==> src/rtl/demultiplexer_buffered_pkg.sv <==
// Shared definitions for the buffered 1-to-2 demultiplexer: select encodings
// and the pointer-width helper used by the per-output FIFOs.
package demultiplexer_buffered_pkg;

  localparam logic SEL_OPTION1 = 1'b0;
  localparam logic SEL_OPTION2 = 1'b1;

  // Ceiling log2, evaluated at elaboration time for pointer widths.
  function automatic int clog2(input int value);
    int result;
    int remaining;
    result    = 0;
    remaining = value - 1;
    for (int i = 0; i < 32; i++) begin
      if (remaining > 0) begin
        result    = result + 1;
        remaining = remaining >> 1;
      end
    end
    return result;
  endfunction

endpackage

==> src/rtl/demux_fifo.sv <==
// Small synchronous FIFO for one demultiplexer output. Fullness comes from
// registered state only, so a same-cycle pop never opens room for a push.
module demux_fifo
  import demultiplexer_buffered_pkg::*;
#(
  parameter int n     = 32,
  parameter int depth = 2
) (
  input  logic         clockInput,
  input  logic         resetInput,
  input  logic         pushInput,
  input  logic [n-1:0] dataInput,
  output logic         fullOutput,
  output logic         validOutput,
  output logic [n-1:0] dataOutput,
  input  logic         popInput
);

  localparam int AW = clog2(depth);
  localparam logic [AW:0]   COUNT_FULL = (AW + 1)'(depth);
  localparam logic [AW-1:0] PTR_STEP   = AW'(1);
  localparam logic [AW:0]   COUNT_STEP = (AW + 1)'(1);

  logic [n-1:0]  mem [depth];
  logic [AW-1:0] wr_ptr;
  logic [AW-1:0] rd_ptr;
  logic [AW:0]   count;
  logic          push;
  logic          pop;

  assign fullOutput  = (count == COUNT_FULL);
  assign validOutput = (count != '0);
  assign dataOutput  = mem[rd_ptr];

  // Guard locally too, so the FIFO can never overflow or underflow.
  assign push = pushInput && !fullOutput;
  assign pop  = popInput && validOutput;

  always_ff @(posedge clockInput) begin
    if (!resetInput) begin
      wr_ptr <= '0;
      rd_ptr <= '0;
      count  <= '0;
    end else begin
      if (push) wr_ptr <= wr_ptr + PTR_STEP;
      if (pop)  rd_ptr <= rd_ptr + PTR_STEP;
      case ({push, pop})
        2'b10:   count <= count + COUNT_STEP;
        2'b01:   count <= count - COUNT_STEP;
        default: count <= count;
      endcase
    end
  end

  // Storage is deliberately left out of reset; validOutput masks stale entries.
  always_ff @(posedge clockInput) begin
    if (push) mem[wr_ptr] <= dataInput;
  end

endmodule

==> src/rtl/demultiplexer_buffered.sv <==
// 1-to-2 valid/ready demultiplexer: each beat is steered by selectionInput
// into one of two output FIFOs so a stalled consumer only blocks its own beats.
module demultiplexer_buffered
  import demultiplexer_buffered_pkg::*;
#(
  parameter int n     = 32,
  parameter int depth = 2
) (
  input  logic         clockInput,
  input  logic         resetInput,
  input  logic [n-1:0] dataInput,
  input  logic         selectionInput,
  input  logic         validInput,
  output logic         readyOutput,
  output logic [n-1:0] option1Output,
  output logic         option1ValidOutput,
  input  logic         option1ReadyInput,
  output logic [n-1:0] option2Output,
  output logic         option2ValidOutput,
  input  logic         option2ReadyInput
);

  logic full1;
  logic full2;
  logic accept;
  logic push1;
  logic push2;

  // Ready depends only on the select and registered fullness, never on validInput.
  assign readyOutput = (selectionInput == SEL_OPTION2) ? !full2 : !full1;
  assign accept      = validInput && readyOutput;
  assign push1       = accept && (selectionInput == SEL_OPTION1);
  assign push2       = accept && (selectionInput == SEL_OPTION2);

  demux_fifo #(.n(n), .depth(depth)) u_fifo1 (
    .clockInput  (clockInput),
    .resetInput  (resetInput),
    .pushInput   (push1),
    .dataInput   (dataInput),
    .fullOutput  (full1),
    .validOutput (option1ValidOutput),
    .dataOutput  (option1Output),
    .popInput    (option1ReadyInput)
  );

  demux_fifo #(.n(n), .depth(depth)) u_fifo2 (
    .clockInput  (clockInput),
    .resetInput  (resetInput),
    .pushInput   (push2),
    .dataInput   (dataInput),
    .fullOutput  (full2),
    .validOutput (option2ValidOutput),
    .dataOutput  (option2Output),
    .popInput    (option2ReadyInput)
  );

endmodule

==> config.mk <==
export PLATFORM = sky130hd
export DESIGN_NAME = demultiplexer_buffered
export DESIGN_NICKNAME = d
export VERILOG_FILES = /design/src/rtl/demultiplexer_buffered_pkg.sv /design/src/rtl/demux_fifo.sv /design/src/rtl/demultiplexer_buffered.sv
export SDC_FILE = /design/constraint.sdc
export NUM_CORES = 1
export LEC_CHECK = 0
export ABC_AREA = 1
export CORE_ASPECT_RATIO = 0.8
export CORE_MARGIN = 1
export CORE_UTILIZATION = 50
export DETAILED_ROUTE_END_ITERATION = 8
export PLACE_DENSITY = 0.81
export SLEW_MARGIN = 20
export SYNTH_ARGS = -nofsm -noshare
export SYNTH_HDL_FRONTEND = slang
export SYNTH_SLANG_ARGS = --single-unit
==> constraint.sdc <==
create_clock -name clockInput -period 3.3 [get_ports clockInput]
set_clock_uncertainty 0.15 [all_clocks]
set_input_delay 0.66 -clock clockInput [delete_from_list [all_inputs] [get_ports clockInput]]
set_output_delay 0.66 -clock clockInput [all_outputs]
set_load 0.1 [all_outputs]
# Word level (Yosys, flattened, before mapping)
# Memories as Yosys holds them, arrays and structs flattened. A register that Yosys moved wholly into a read port is not among the register bits.
# Index checks and enable logic that the tools add are counted.
# word_totals
ff_bits,8
latch_bits,0
ram_bits,128
rom_bits,0
inputBits,38
out_inout_bits,67
elab_cells,47
n_memories,2
# memory_table
memory,depth,width,read_ports,rd_ports_with_merged_regs,write_ports,line,rtl
u_fifo1.mem,2,32,1,1,1,demux_fifo.sv:24,logic [n-1:0] mem [depth];
u_fifo2.mem,2,32,1,1,1,demux_fifo.sv:24,
# classes
add_sub_neg,8
mul,0
div_mod_pow,0
n_lt_le_gt_ge,0
eq_ne,6
shift,0
muxes,11
bitwise_logic,1
reduce_logical,13
# op_table
operator,n
two-way mux 1 bit,9
"== test 2 bit, second input constant",4
case mux 2 bit (2 select lines),2
nonzero test 2 bit,4
logical AND 1 bit,7
"adder 1 bit, second input constant",4
"adder 2 x 1 -> 2 bit, second input constant",2
"== test 2 x 1 -> 1 bit, second input constant",2
"subtractor 2 x 1 -> 2 bit, second input constant",2
logical NOT 1 bit,2
inverter 1 bit,1

# Depth between registers and ports, before layout
# depth
ltp_word,8
depth_mapped,9

# By module
# A second synthesis with hierarchy kept.
# hier_totals
hier_cells,285
hier_area_um2,5461.5
# modules_own_cells
module,instances,cells_each,area_each_um2,seq_area_each_um2
demux_fifo,2,138,2711.4,2021.9
demultiplexer_buffered,1,9,38.8,0.0

# Least setup slack after synthesis
# Ideal clock, no wire load.
# synth_timing
path_type,input port to output port
from,in selectionInput
to,out readyOutput
arrival_time_ps,2218
t_required_ps,2490
slack_ps,272
path_stages,2
n_path_buf,0
path_cell_list,nor2_1 a31oi_1
# synth_between
elab_chain_cells,1
# synth_rtl
item,line,rtl
start: declaration,demultiplexer_buffered.sv:12,"input logic selectionInput,"
two-way mux 1 bit,demultiplexer_buffered.sv:30,assign readyOutput = (selectionInput == SEL_OPTION2) ? !full2 : !full1;
end: declaration,demultiplexer_buffered.sv:14,"output logic readyOutput,"
# Every way passes these cells.

==> impl_metrics.toml <==
[outcome]
status = "finished, final reports clean"

[global_route]
grt_pass1_wl_um = 14300
antenna_found_initial = 0
grt_max_degree = 33
overflow = 0
grt_pass1_vias = 2734
grt_usage_pct = 17.6

[sta]
post-route-period-util_pct = 83.2
max_slew_margin_pct = 64.6
setup_violations = 0
tightest_slew_ns = 0.531
rsz0062_at_grt = "no"
fmax_mhz = 364
final_max_slew_viol_count = 0
fin_tns_setup_ns = 0
period_needed_ns = 2.75
finalHoldViolations = 0

[finish]
final_common_cell = "edfxtp_1"
layout_common_cells = "edfxtp_1, buf_4, mux2_4, clkdlybuf4s50_1"
n_antenna_cell = 0
fin_util_pct = 67.7
nFillCells = 684
drive_above_1_share_pct = 42.6
seqCellArea_um2 = 4050
multi_input_area_um2 = 1220
area_delta_synth_final_pct = 29.3
nets = 441

[yosys]
synth_seq_area_share_pct = 74.2
yosysUniqueCellTypes = 19
synth_area_per_cell_um2 = 19.5
synth_top_area_cell = "edfxtp_1"
synth_area_um2 = 5450
syn_inst = 279
yosys-top-cells-area = "edfxtp_1, mux2_4, dfxtp_1"
synth_top_area_share_pct = 70.5
yosysWarnings = 0
ys_ff_latch = 138
synth_nets = 319

[worst_setup_path]
startpoint_type = "flop"
cp_max_fo = 18
arrival_ns = 1.94
crit_type = "flop to output pin"
cp.required_ns = 2.49
end_kind = "output pin"

[clock_tree]
clock-sinks = 138
post-cts-setup-buffers = 0
cts_hold_buf = 0
clockBufferDepth = 2
cts_root_buf = "clkbuf_16"
clkSlewWorstSetupHoldPaths_ns = 0.06
numCtsBuffers = 17
htreeDepth = 4
post_cts_resized = 0
cts_tree = "done"
insertion_delay_ns = 0.40

[detailed_routing]
num_vias = 2742
wirelength_um = 9530
via_per_inst = 4.96
antenna_left = 0
drt_iter0_drc = 100
dr.pass1.iters = 4
drc = 0
wl_per_cell_um = 17.2

[power_and_ir_drop]
p_per_area_nw_per_um2 = 749
p_total_mw = 5.28
irDropWorstVdd_v = 0.000457
leakagePower_nw = 2.69

[placed_design]
io_buffers = 104
place_congestion = 0.726
hpwlAfterDp_um = 6330

[run]
maxCapViolCount = 0

[floorplanning]
die_area_um2 = 11300
rows = 33
die_height_um = 95.4
die_w_um = 119
start_util_pct = 52.4
design.portCount = 105
coreArea_um2 = 10400

[min_path]
min_path_type = "flop to flop"
## final timing paths
kind         depth (start not counted)                          end                     startpoint  slack [ns]
max                                  3            option1Output[24]                           flop        0.55
min                                  2  u_fifo1.rd_ptr$_SDFFE_PN0P_    u_fifo1.rd_ptr$_SDFFE_PN0P_        0.34
max reg2reg                          5  u_fifo2.mem[0][2]$_DFFE_PP_  u_fifo2.count[0]$_SDFFE_PN0P_        1.50
min reg2reg                          2  u_fifo1.rd_ptr$_SDFFE_PN0P_    u_fifo1.rd_ptr$_SDFFE_PN0P_        0.34
## power breakdown
group / switching (mW) / internal [mW] / leakage (nW)
clock: 0.673 / 1.09 / 0.269
sequential: 0.0630 / 2.01 / 1.26
combinational: 1.04 / 0.396 / 1.16
## metal layers
| metal | vias to the layer above | track usage (%) | routed length, µm |
|---|---|---|---|
| li1 | 1290 | - | - |
| met1 | 1345 | 22.1 | 4170 |
| met2 | 94 | 28.1 | 4570 |
| met3 | 13 | 6.76 | 680 |
| met4 | 0 | 6.22 | 113 |
| met5 | - | 0 | 0 |
## cell type report
class | instances | share of cell area [%]
Sequential cell | 138 | 57.4
Inverter | 15 | 0.799
Timing Repair Buffer | 111 | 14.0
Clock inverter | 14 | 1.88
Clock buffer | 17 | 6.04
Multi-Input combinational cell | 118 | 17.4
Tap cell | 140 | 2.49
## sequential cells by signal (all words and copies together), names as in the netlist, named ones only
signal and flops:
u_fifo2.mem 64, u_fifo1.rd_ptr 1, u_fifo1.mem 64, u_fifo1.wr_ptr 1
u_fifo2.count 2, u_fifo1.count 2, u_fifo2.wr_ptr 1, u_fifo2.rd_ptr 1
## worst max-delay path, stage by stage, from the launching register on
cell and delay, ns:
dfxtp_2 0.66, buf_12 0.26, mux2_2 0.36, buf_4 0.23
## cell families (layout without fill, tap and decap cells)
logic type | Yosys count | count (layout) | synth area share [%]
compound gates | 7 | 7 | 0.757
buf+inv | 23 | 157 | 3.65
fa+ha+maj | 2 | 2 | 0.459
mux | 64 | 64 | 17.4
simple gates | 45 | 45 | 3.60
flops | 138 | 138 | 74.2
## stage by stage
stage / cell area (µm²) / cells / setup WS [ns] / hold slack (ns)
2_1_floorplan: 5450 / 279 / 0.272 / 0.301
5_1_grt: 7050 / 553 / 0.480 / 0.384
4_1_cts: 7050 / 553 / 0.509 / 0.342
3_3_place_gp: 6490 / 522 / 0.740 / 0.321
6_report: 7050 / 553 / 0.555 / 0.342
3_5_place_dp: 6490 / 522 / 0.711 / 0.329
## cell usage after synthesis
| master | number |
|---|---|
| a31oi_1 | 1 |
| nand2_2 | 1 |
| nor2_1 | 19 |
| nand3_1 | 2 |
| inv_1 | 13 |
| ha_1 | 2 |
| edfxtp_1 | 128 |
| buf_6 | 2 |
| mux2_4 | 60 |
| nand3_2 | 2 |
| nand2_1 | 17 |
| a21oi_1 | 2 |
| dfxtp_1 | 10 |
| inv_2 | 2 |
| buf_12 | 6 |
| nand4_1 | 4 |
| mux2_2 | 4 |
| o21a_1 | 2 |
| o21ai_0 | 2 |
No activity file was read; power rests on OpenSTA's default activity.
